<file path="src/rtl/id_stage_pkg.sv">
// Shared widths and RV64I opcode constants for the decode stage.
// Macro ID_STALL_CNT_EN (used by id_stage) enables the EX stall counter.
`ifndef PC_WIDTH
`define PC_WIDTH 64
`endif
`ifndef INST_WIDTH
`define INST_WIDTH 32
`endif

package id_stage_pkg;

    localparam int PC_W_DEF   = `PC_WIDTH;
    localparam int INST_W_DEF = `INST_WIDTH;
    localparam int IMM_W      = 64;

    localparam logic [6:0] OPC_LOAD    = 7'b0000011;
    localparam logic [6:0] OPC_OPIMM   = 7'b0010011;
    localparam logic [6:0] OPC_OPIMM32 = 7'b0011011;
    localparam logic [6:0] OPC_JALR    = 7'b1100111;
    localparam logic [6:0] OPC_SYSTEM  = 7'b1110011;
    localparam logic [6:0] OPC_STORE   = 7'b0100011;
    localparam logic [6:0] OPC_BRANCH  = 7'b1100011;
    localparam logic [6:0] OPC_LUI     = 7'b0110111;
    localparam logic [6:0] OPC_AUIPC   = 7'b0010111;
    localparam logic [6:0] OPC_JAL     = 7'b1101111;

endpackage

</file>
<file path="src/rtl/id_imm_gen.sv">
// RV64I immediate generator: instruction word to sign-extended 64-bit imm.
// Purely combinational; unknown opcodes produce zero.
module id_imm_gen
    import id_stage_pkg::*;
(
    input  logic [31:0]      inst,
    output logic [IMM_W-1:0] imm
);

    logic [6:0] opcode;
    assign opcode = inst[6:0];

    always_comb begin
        imm = '0;
        unique case (opcode)
            OPC_LOAD, OPC_OPIMM, OPC_OPIMM32, OPC_JALR, OPC_SYSTEM:
                imm = {{52{inst[31]}}, inst[31:20]};
            OPC_STORE:
                imm = {{52{inst[31]}}, inst[31:25], inst[11:7]};
            OPC_BRANCH:
                imm = {{51{inst[31]}}, inst[31], inst[7],
                       inst[30:25], inst[11:8], 1'b0};
            OPC_LUI, OPC_AUIPC:
                imm = {{32{inst[31]}}, inst[31:12], 12'b0};
            OPC_JAL:
                imm = {{43{inst[31]}}, inst[31], inst[19:12],
                       inst[20], inst[30:21], 1'b0};
            default:
                imm = '0;
        endcase
    end

endmodule

</file>
<file path="src/rtl/id_stage.sv">
// Decode front end: 2-entry skid buffer between IF and EX plus field decode.
// Define ID_STALL_CNT_EN to add the saturating EX stall counter output.
`ifndef PC_WIDTH
`define PC_WIDTH 64
`endif
`ifndef INST_WIDTH
`define INST_WIDTH 32
`endif

module id_stage
    import id_stage_pkg::*;
#(
    parameter int PC_W   = `PC_WIDTH,
    parameter int INST_W = `INST_WIDTH
) (
    input  logic              clk,
    input  logic              rst,
    input  logic              IF_valid_i,
    input  logic [PC_W-1:0]   IF_pc_i,
    input  logic [INST_W-1:0] IF_inst_i,
    output logic              ID_ready_o,
    input  logic              flush_i,
    output logic              ID_valid_o,
    input  logic              EX_ready_i,
    output logic [PC_W-1:0]   ID_pc_o,
    output logic [INST_W-1:0] ID_inst_o,
    output logic [4:0]        ID_rd_o,
    output logic [4:0]        ID_rs1_o,
    output logic [4:0]        ID_rs2_o,
    output logic [2:0]        ID_funct3_o,
    output logic [6:0]        ID_opcode_o,
    output logic [IMM_W-1:0]  ID_imm_o
`ifdef ID_STALL_CNT_EN
    ,
    output logic [31:0]       ID_stall_cnt_o
`endif
);

    logic              main_v;
    logic              skid_v;
    logic [PC_W-1:0]   main_pc;
    logic [INST_W-1:0] main_inst;
    logic [PC_W-1:0]   skid_pc;
    logic [INST_W-1:0] skid_inst;
    logic              if_xfer;
    logic              main_leave;

    assign ID_ready_o = !skid_v;
    assign ID_valid_o = main_v;
    assign if_xfer    = IF_valid_i && !skid_v;
    assign main_leave = main_v && EX_ready_i;

    always_ff @(posedge clk or posedge rst) begin
        if (rst) begin
            main_v    <= 1'b0;
            skid_v    <= 1'b0;
            main_pc   <= '0;
            main_inst <= '0;
            skid_pc   <= '0;
            skid_inst <= '0;
        end else if (flush_i) begin
            main_v <= 1'b0;
            skid_v <= 1'b0;
        end else if (main_leave) begin
            if (skid_v) begin
                main_pc   <= skid_pc;
                main_inst <= skid_inst;
                skid_v    <= 1'b0;
            end else if (if_xfer) begin
                main_pc   <= IF_pc_i;
                main_inst <= IF_inst_i;
            end else begin
                main_v <= 1'b0;
            end
        end else if (main_v) begin
            if (if_xfer) begin
                skid_pc   <= IF_pc_i;
                skid_inst <= IF_inst_i;
                skid_v    <= 1'b1;
            end
        end else if (if_xfer) begin
            main_pc   <= IF_pc_i;
            main_inst <= IF_inst_i;
            main_v    <= 1'b1;
        end
    end

    // Decode is driven from the main register even when it is stale.
    assign ID_pc_o     = main_pc;
    assign ID_inst_o   = main_inst;
    assign ID_opcode_o = main_inst[6:0];
    assign ID_rd_o     = main_inst[11:7];
    assign ID_funct3_o = main_inst[14:12];
    assign ID_rs1_o    = main_inst[19:15];
    assign ID_rs2_o    = main_inst[24:20];

    id_imm_gen u_imm_gen (
        .inst (main_inst[31:0]),
        .imm  (ID_imm_o)
    );

`ifdef ID_STALL_CNT_EN
    logic [31:0] stall_cnt;

    always_ff @(posedge clk or posedge rst) begin
        if (rst) begin
            stall_cnt <= '0;
        end else if (main_v && !EX_ready_i && stall_cnt != 32'hFFFF_FFFF) begin
            stall_cnt <= stall_cnt + 32'd1;
        end
    end

    assign ID_stall_cnt_o = stall_cnt;
`endif

endmodule

</file>
<file path="config.mk">
export PLATFORM = sky130hd
export DESIGN_NAME = id_stage
export DESIGN_NICKNAME = d
export VERILOG_FILES = /design/src/rtl/id_stage_pkg.sv /design/src/rtl/id_imm_gen.sv /design/src/rtl/id_stage.sv
export SDC_FILE = /design/constraint.sdc
export NUM_CORES = 1
export LEC_CHECK = 0
export CAP_MARGIN = 15
export CORE_MARGIN = 1.5
export CORE_UTILIZATION = 35
export CTS_BUF_LIST = sky130_fd_sc_hd__clkbuf_4
export DETAILED_ROUTE_END_ITERATION = 8
export PLACE_DENSITY = 0.76
export RECOVER_POWER = 100
export SLEW_MARGIN = 10
export SYNTH_ARGS = -nofsm -noshare
export SYNTH_HDL_FRONTEND = slang
export SYNTH_SLANG_ARGS = --single-unit
</file>
<file path="constraint.sdc">
create_clock -name clk -period 7 [get_ports clk]
set_input_delay 1.4 -clock clk [delete_from_list [all_inputs] [get_ports clk]]
set_output_delay 1.4 -clock clk [all_outputs]
set_load 0.03 [all_outputs]
</file>
# Word level (Yosys, flattened, before mapping)
# Index checks and enable logic that the tools add are counted.
[op_classes]
eq_ne = 13
n_mul = 0
addsub = 0
order_cmp = 0
mux = 19
shift = 0
bitwise_logic = 2
n_reduce_logical = 11
n_div = 0
[op_table]
columns = ["cell", "n"]
rows = [
  ["$pmux W64 S5", 1],
  ["$mux W64", 4],
  ["$mux W32", 4],
  ["$eq A7 B7 Y1 const B", 4],
  ["$eq A7 B5 Y1 const B", 3],
  ["$eq A7 B6 Y1 const B", 2],
  ["$mux W1", 10],
  ["$eq A7 B2 Y1 const B", 1],
  ["$ne A3 B3 Y1 const B", 2],
  ["$reduce_and A2 Y1", 3],
  ["$reduce_bool A3 Y1", 2],
  ["$reduce_or A5 Y1", 1],
  ["$reduce_and A4 Y1", 1],
  ["$logic_and A1 B1 Y1", 2],
  ["$ne A2 B1 Y1 const B", 1],
  ["$not A1 Y1", 2],
  ["$reduce_or A2 Y1", 1],
  ["$logic_not A1 Y1", 1],
]
[totals]
rom_bits = 0
word_cells = 51
latchBits = 0
out_inout_bits = 187
mem_bits_rw = 0
reg_bits = 194
mem_count = 0

# Longest topological paths before layout
# Gate-level depths: netlist of run 1.
[depth]
ltp_word = 6
ltp_mapped = 7
depth_no_buf = 4

# Modules after synthesis
# Synthesis of run 1 repeated with hierarchy kept, for this count alone.
[hier_totals]
hier_cells = 666
area_unflattened_um2 = 8883.5
[by_module_without_submodules]
columns = ["mod", "cells_each", "area_each_um2", "instances"]
rows = [
  ["id_stage", 562, 8125.3, 1],
  ["id_imm_gen", 104, 758.2, 1],
]

# Worst setup path before layout of run 1
# Ideal clock, no wire load.
[synth_timing]
path_type = "register -> output"
from = "register main_inst[6] (netlist: ID_inst_o[6])"
to = "output port ID_imm_o[32]"
arrival_ns = 3.550
t_required_ns = 5.600
slack_ns = 2.050
path_stages_with_launch = 7
path_cell_list = "dfrtp_1 clkbuf_1 nand2_1 nor4b_1 a211oi_1 a31oi_1 buf_4"
[synth_between]
elab_chain_len = 3
elab_cells_between_ends = 13
classes_between = "10 x eq/ne; 1 x mux; 2 x reduce/logical"
[synth_rtl]
columns = ["element", "line_no", "rtl"]
rows = [
  ["from (decl)", "id_stage.sv:42", "logic [INST_W-1:0] main_inst;"],
  ["from (signal assigned)", "id_stage.sv:67", "main_inst <= skid_inst;"],
  ["from (signal assigned)", "id_stage.sv:71", "main_inst <= IF_inst_i;"],
  ["from (signal assigned)", "id_stage.sv:83", "main_inst <= IF_inst_i;"],
  ["$eq A7 B2 Y1 (tied with other cells)", "id_imm_gen.sv:15", "unique case (opcode)"],
  ["$reduce_or A5 Y1 / $reduce_or A2 Y1 (equally long branches)", "id_imm_gen.sv:15", ""],
  ["$pmux W64 S5 (*)", "id_imm_gen.sv:15", ""],
  ["to (decl)", "id_stage.sv:32", "output logic [IMM_W-1:0] ID_imm_o"],
]
# Every way passes the cells marked *; elsewhere a longest branch is shown, timed or not.

# Final worst setup path of run 1
[layout_timing]
from = "input port IF_valid_i"
to = "register main_pc[59] (netlist: ID_pc_o[59])"
[layout_between]
elab_chain_len = 4
elab_cells_between_ends = 5
classes_between = "4 x mux; 1 x reduce/logical"
[layout_rtl]
columns = ["element", "line_no", "rtl"]
rows = [
  ["from (decl)", "id_stage.sv:18", "input logic IF_valid_i,"],
  ["$logic_and A1 B1 Y1 (*)", "id_stage.sv:50", "assign if_xfer = IF_valid_i && !skid_v;"],
  ["$mux W64 (*)", "--", ""],
  ["$mux W64 (on tied branches)", "--", ""],
  ["$mux W64 (*)", "--", ""],
  ["to (signal assigned)", "id_stage.sv:66", "main_pc <= skid_pc;"],
  ["to (signal assigned)", "id_stage.sv:70", "main_pc <= IF_pc_i;"],
  ["to (signal assigned)", "id_stage.sv:82", "main_pc <= IF_pc_i;"],
  ["to (decl)", "id_stage.sv:41", "logic [PC_W-1:0] main_pc;"],
]
# Every way passes the cells marked *; elsewhere a longest branch is shown, timed or not. The select of a mux whose other input is x is not followed.
# A chain may end at the register's enable or synchronous reset.

==> results.py, run 1 <==
metrics = {
    "run_status": {
        "run_status": "finished, violations left",
        "violations": "capacitance limit, slew limit",
    },
    "sta": {
        "worst_slew_pin_slew_ns": 2.95,
        "slew_viol_final": 399,
        "slew_headroom": -0.969,
        "finalCritPeriodShare": 0.821,
        "setup_slack_ns": 1.25,
        "grt_setup_unrepaired": "no",
        "setup_viol": 0,
        "max_freq_mhz": 174,
        "tns_ns": 0,
        "clock_skew_ns": 0.0209,
        "min_period_ns": 5.75,
        "finalHoldViolations": 0,
    },
    "place": {
        "dp.final_hpwl_um": 15800,
        "gp_congestion": 0.851,
        "place.port_buffers": 287,
        "place_inst": 1187,
        "pre_cts_ws_ns": 2.68,
    },
    "yosys": {
        "synth_top_area_share": 0.561,
        "synth.largest_area_cell": "dfrtp_1",
        "syn_avg_cell_area_um2": 12.7,
        "synth_top_family_by_area": "compound AO/OA/AOI/OAI gates",
        "yosysWarnings": 0,
        "synth-simple-area-share": 0.0240,
        "ys_seq_elements": 194,
        "synth_edf_count": 0,
        "synthMuxAreaShare": 0.127,
        "synth_xor_area_frac": 0,
        "synth_compound_area_frac": 0.203,
        "ys_top_cells_by_area": "dfrtp_1, a2bb2oi_1, mux2_2",
        "synthesis.nets": 783,
        "async_flop_share": 1.00,
        "synth_cell_types": 36,
        "synthFlopType": "dfrtp_1",
        "synthAdderAreaFrac": 0,
        "post-synth-top-count-cell": "dfrtp_1",
        "syn_area_um2": 8660,
        "synth.yosys.seq_area_share": 0.561,
        "synthCells": 682,
        "synth_common_cells": "dfrtp_1, o22ai_1, a2bb2oi_1",
    },
    "clock_tree": {
        "clk_latency_ns": 0.57,
        "cts-root-buf": "clkbuf_4",
        "cts.path.max_buffers": 2,
        "cts_setup_buffers": 0,
        "cts.repair.resized": 0,
        "ctsHoldBuffers": 0,
        "path_clk_slew_ns": 0.17,
        "cts_tree": "built",
        "numCtsBuffers": 17,
        "cts-htree-levels": 4,
        "cts_sinks": 194,
    },
    "pwr": {
        "seqPwrFrac": 0.464,
        "power_density_nw_per_um2": 289,
        "switching_share": 0.382,
        "power.switching_uw": 1280,
        "fin_total_pwr_uw": 3360,
        "peakVddDrop_v": 0.000120,
        "power_frac_comb": 0.355,
        "power.leakage_uw": 0.00489,
        "clkPwrFrac": 0.182,
        "p_int_uw": 2070,
    },
    "final_layout": {
        "fin_cells": 1220,
        "area_growth_pct": 34.0,
        "fillCellCount": 2176,
        "register_area_um2": 4850,
        "finalNetCount": 983,
        "drive_gt1_frac": 0.126,
        "final_util": 0.477,
        "multi_input_area_um2": 3100,
    },
    "run": {
        "drv_cap": 7,
    },
    "setup_path": {
        "path_delay_family": "buffers and inverters",
        "cp_cell_sequence": "dlygate4sd3_1, nand2_1, clkbuf_1, a21boi_4, buf_4, a2bb2oi_1",
        "endpoint_kind": "flip-flop",
        "critPathMaxStageDelay_ns": 2.17,
        "worst_ep_required_time_ns": 7.41,
        "r2r_cells": 6,
        "timing.rr.end": "ID_pc_o[59]",
        "ff2ff_setup_slack_ns": 2.16,
        "critical_path_buf_inv_count": 3,
        "start_kind": "primary input",
        "cp_max_fo": 57,
        "arrival_ns": 6.15,
        "r2r-start": "skid_v",
        "crit_slowest_cell": "clkbuf_1",
        "path_class": "primary input to flip-flop",
    },
    "route": {
        "postRouteAntennaNets": 0,
        "drtIter0Drc": 382,
        "vias": 6620,
        "wl_um": 24000,
        "drtPass1Iterations": 4,
        "wl_per_cell_um": 19.7,
        "drcViolationCount": 0,
        "viasPerCell": 5.43,
    },
    "hold_path": {
        "hold_path_class": "flip-flop to flip-flop",
        "hold_start": "skid_pc[21]",
        "hold-path-cell-count": 1,
        "hold_path_end": "skid_pc[21]",
    },
    "global_route": {
        "grt_max_degree": 77,
        "grt_pass1_wl_um": 37800,
        "grt_overflow": 0,
        "first_global_vias": 6543,
        "grt_use_total": 0.187,
        "antenna_found_initial": 2,
    },
    "floorplan": {
        "die_x_um": 160,
        "start_util": 0.356,
        "boundaryPins": 288,
        "fp.dieH_um": 160,
        "dieArea_um2": 25700,
        "core_area_um2": 24300,
        "fp-row-count": 57,
    },
}
[logic make-up (layout without fill, tap and decap cells)]
logic type             after synthesis  count (layout)
buffers and inverters              120             333
multiplexers                        98              98
AND/OR/NAND/NOR                     35              35
AO/OA/AOI/OAI                      235             235
other                                0               1
flip-flops                         194             194
[flip-flops by register name, summed over array words and instances (netlist names)]
register and count:
ID_pc_o 64, skid_pc 64, ID_inst_o 32, skid_inst 32
ID_valid_o 1, skid_v 1
[power groups by stage]
stage,registers [uW],logic (uW),clock network (uW)
detailed placement,1580,1270,0
global route,1600,1260,676
floorplan,1740,631,0
global placement,1570,1250,0
finish,1560,1190,609
CTS,1560,1270,635
[worst max-delay path by stage]
stage / endpoint / cells after the start / from / slack, ns
after floorplan: ID_inst_o[0] / 1 / rst / 0.32
after global placement: ID_imm_o[27] / 5 / ID_inst_o[2] / 2.83
after detailed placement: ID_imm_o[29] / 5 / ID_inst_o[2] / 2.68
after CTS: ID_imm_o[29] / 5 / ID_inst_o[2] / 1.97
after global routing: ID_pc_o[59] / 6 / IF_valid_i / 1.05
final: ID_pc_o[59] / 6 / IF_valid_i / 1.25
[stage by stage]
stage                     hold WS (ns)  area, um^2
after detailed placement         0.476       11300
after floorplan                  0.459        8660
after CTS                        0.517       11600
after global routing             0.529       11600
final                            0.511       11600
after global placement           0.468       11300
[layer usage]
layer	GRT usage	wire, um
met5	0	10
met4	0.0578	463
met3	0.0499	1590
met2	0.304	11700
met1	0.244	10300
[cells in the final DEF (no fill, tap or decap), types with 5 or more instances in the layout]
master,count
nand2_1,7
dfrtp_1,194
inv_8,6
dlygate4sd3_1,189
a21oi_1,6
a31o_2,8
and3_1,7
clkbuf_4,17
clkdlybuf4s50_1,98
o22ai_1,97
mux2_1,40
mux2_2,58
buf_4,5
a2bb2oi_1,96
a22o_1,5
o21ai_0,5
a21o_1,11
[final cells by class]
type,count,area share
Antenna cell,1,0.000216
Clock buffer,17,0.0110
Clock inverter,15,0.0134
Inverter,4,0.00140
Multi-Input combinational cell,368,0.268
Sequential cell,194,0.419
Tap cell,324,0.0350
Timing Repair Buffer,297,0.253
Power figures use the tool's default switching activity.
==> inputs of run 2 (changes only) <==
--- a/config.mk
+++ b/config.mk
@@ -10,7 +10,7 @@
 export CORE_UTILIZATION = 35
 export CTS_BUF_LIST = sky130_fd_sc_hd__clkbuf_4
 export DETAILED_ROUTE_END_ITERATION = 8
-export PLACE_DENSITY = 0.76
+export PLACE_DENSITY = 0.74
 export RECOVER_POWER = 100
 export SLEW_MARGIN = 10
 export SYNTH_ARGS = -nofsm -noshare
==> constraint.sdc (replaced) <==
create_clock -name clk -period 5.73 [get_ports clk]
set_input_delay 1.146 -clock clk [delete_from_list [all_inputs] [get_ports clk]]
set_output_delay 1.146 -clock clk [all_outputs]
set_load 0.03 [all_outputs]
==> results.py, run 2 (synthesis results as in run 1) <==
metrics = {
    "sta": {
        "setup_slack_ns": 0.750,
        "finalCritPeriodShare": 0.869,
        "max_freq_mhz": 201,
        "slew_viol_final": 327,
        "finalHoldViolations": 0,
        "whs_ns": 0.515,
        "setup_viol": 0,
        "clock_skew_ns": 0.0260,
        "tns_ns": 0,
        "grt_setup_unrepaired": "no",
        "min_period_ns": 4.98,
        "slew_headroom": -1.25,
        "worst_slew_pin_slew_ns": 3.37,
    },
    "setup_path": {
        "ff2ff_setup_slack_ns": 1.56,
        "start_kind": "flip-flop",
        "arrival_ns": 3.83,
        "path_delay_family": "compound AO/OA/AOI/OAI gates",
        "critPathMaxStageDelay_ns": 0.88,
        "cp_max_fo": 16,
        "crit_slowest_cell": "a21oi_1",
        "r2r_cells": 5,
        "cp_cell_sequence": "and2_0, nand2_1, a21oi_1, a21o_1, dlygate4sd3_1",
        "critical_path_buf_inv_count": 1,
        "timing.rr.end": "ID_pc_o[62]",
        "endpoint_kind": "primary output",
        "path_class": "flip-flop to primary output",
        "worst_ep_required_time_ns": 4.58,
        "r2r-start": "ID_valid_o",
    },
    "global_route": {
        "grt_use_total": 0.190,
        "grt_pass1_wl_um": 38300,
        "antenna_found_initial": 3,
        "first_global_vias": 6638,
        "grt_overflow": 0,
        "grt_max_degree": 136,
    },
    "pwr": {
        "peakVddDrop_v": 0.000152,
        "p_int_uw": 2590,
        "clkPwrFrac": 0.197,
        "power.switching_uw": 1590,
        "seqPwrFrac": 0.455,
        "switching_share": 0.380,
        "power.leakage_uw": 0.00490,
        "power_density_nw_per_um2": 358,
        "power_frac_comb": 0.348,
    },
    "route": {
        "vias": 6575,
        "viasPerCell": 5.38,
        "postRouteAntennaNets": 0,
        "drtPass1Iterations": 4,
        "drtIter0Drc": 375,
        "wl_um": 24200,
        "drcViolationCount": 0,
        "wl_per_cell_um": 19.8,
    },
    "floorplan": {
        "core_area_um2": 24300,
        "fp.dieH_um": 160,
        "fp-row-count": 57,
        "dieArea_um2": 25700,
        "die_x_um": 160,
        "boundaryPins": 288,
        "start_util": 0.356,
    },
    "place": {
        "placed_cell_area_um2": 11400,
        "place_inst": 1187,
        "dp.final_hpwl_um": 15400,
        "pre_cts_ws_ns": 1.68,
        "place.port_buffers": 287,
        "gp_congestion": 0.806,
    },
    "clock_tree": {
        "cts-htree-levels": 4,
        "clk_latency_ns": 0.59,
        "ctsHoldBuffers": 0,
        "numCtsBuffers": 17,
        "cts_setup_buffers": 0,
        "path_clk_slew_ns": 0.19,
        "cts-root-buf": "clkbuf_4",
        "cts_tree": "built",
        "cts.path.max_buffers": 2,
        "cts_sinks": 194,
        "cts.repair.resized": 0,
    },
    "hold_path": {
        "hold_path_class": "flip-flop to flip-flop",
        "hold-path-cell-count": 1,
        "hold_start": "skid_pc[55]",
        "hold_path_end": "skid_pc[55]",
    },
    "final_layout": {
        "finalInstanceArea_um2": 11700,
        "area_growth_pct": 34.6,
        "final_cell_mix": "dfrtp_1, dlygate4sd3_1, clkdlybuf4s50_1",
        "finalNetCount": 983,
        "fillCellCount": 2171,
        "fin_cells": 1222,
        "drive_gt1_frac": 0.125,
        "final_common_cell": "dfrtp_1",
    },
    "run_status": {
        "run_status": "finished, violations left",
        "violations": "capacitance limit, slew limit",
    },
    "run": {
        "drv_cap": 5,
    },
}
-- run 2: area by class of cell --
class                      count  area (um^2)  share of cell area
antenna                        3         7.51            0.000644
clock buffer                  17          128              0.0110
clock inverter                15          214              0.0184
inverter                       4         18.8             0.00161
multi-input combinational    368         3090               0.265
sequential                   194         4850               0.417
tap                          324          405              0.0348
timing repair buffer         297         2940               0.252
-- run 2: worst register-to-register path: cells and delay by family (launching register included) --
family                 cells  cell delay (ns)
AO/OA/AOI/OAI              2             0.64
buffers and inverters      1             1.03
flip-flops                 1             0.49
AND/OR/NAND/NOR            2             1.94
-- run 2: power by group through the flow --
stage | Sequential, uW | Combinational (uW) | Clock, uW
6_report | 1900 | 1450 | 823
4_1_cts | 1910 | 1550 | 860
3_3_place_gp | 1920 | 1530 | 0
3_5_place_dp | 1930 | 1550 | 0
2_1_floorplan | 2120 | 771 | 0
5_1_grt | 1940 | 1530 | 909
-- run 2: how the worst max path moves through the flow --
stage                             from           end  slack (ns)  cells after the start
after floorplan           ID_inst_o[6]  ID_imm_o[32]        1.03                      6
after global placement    ID_inst_o[1]  ID_imm_o[26]        1.84                      5
after detailed placement  ID_inst_o[2]  ID_imm_o[27]        1.68                      5
after CTS                 ID_inst_o[2]  ID_imm_o[27]        0.99                      5
after global routing      ID_inst_o[0]  ID_imm_o[27]        0.51                      5
final                     ID_inst_o[1]  ID_imm_o[27]        0.75                      5
-- run 2: stage by stage --
step	power, uW	util
after CTS	4320	0.481
after floorplan	2890	-
final	4180	0.479
after detailed placement	3480	0.467
after global placement	3440	0.467
after global routing	4390	0.479
-- run 2: metal layers --
metal	GRT usage	part of all wire
met3	0.0478	0.056
met2	0.308	0.49
met4	0.0680	0.020
met1	0.246	0.43
met5	0	0
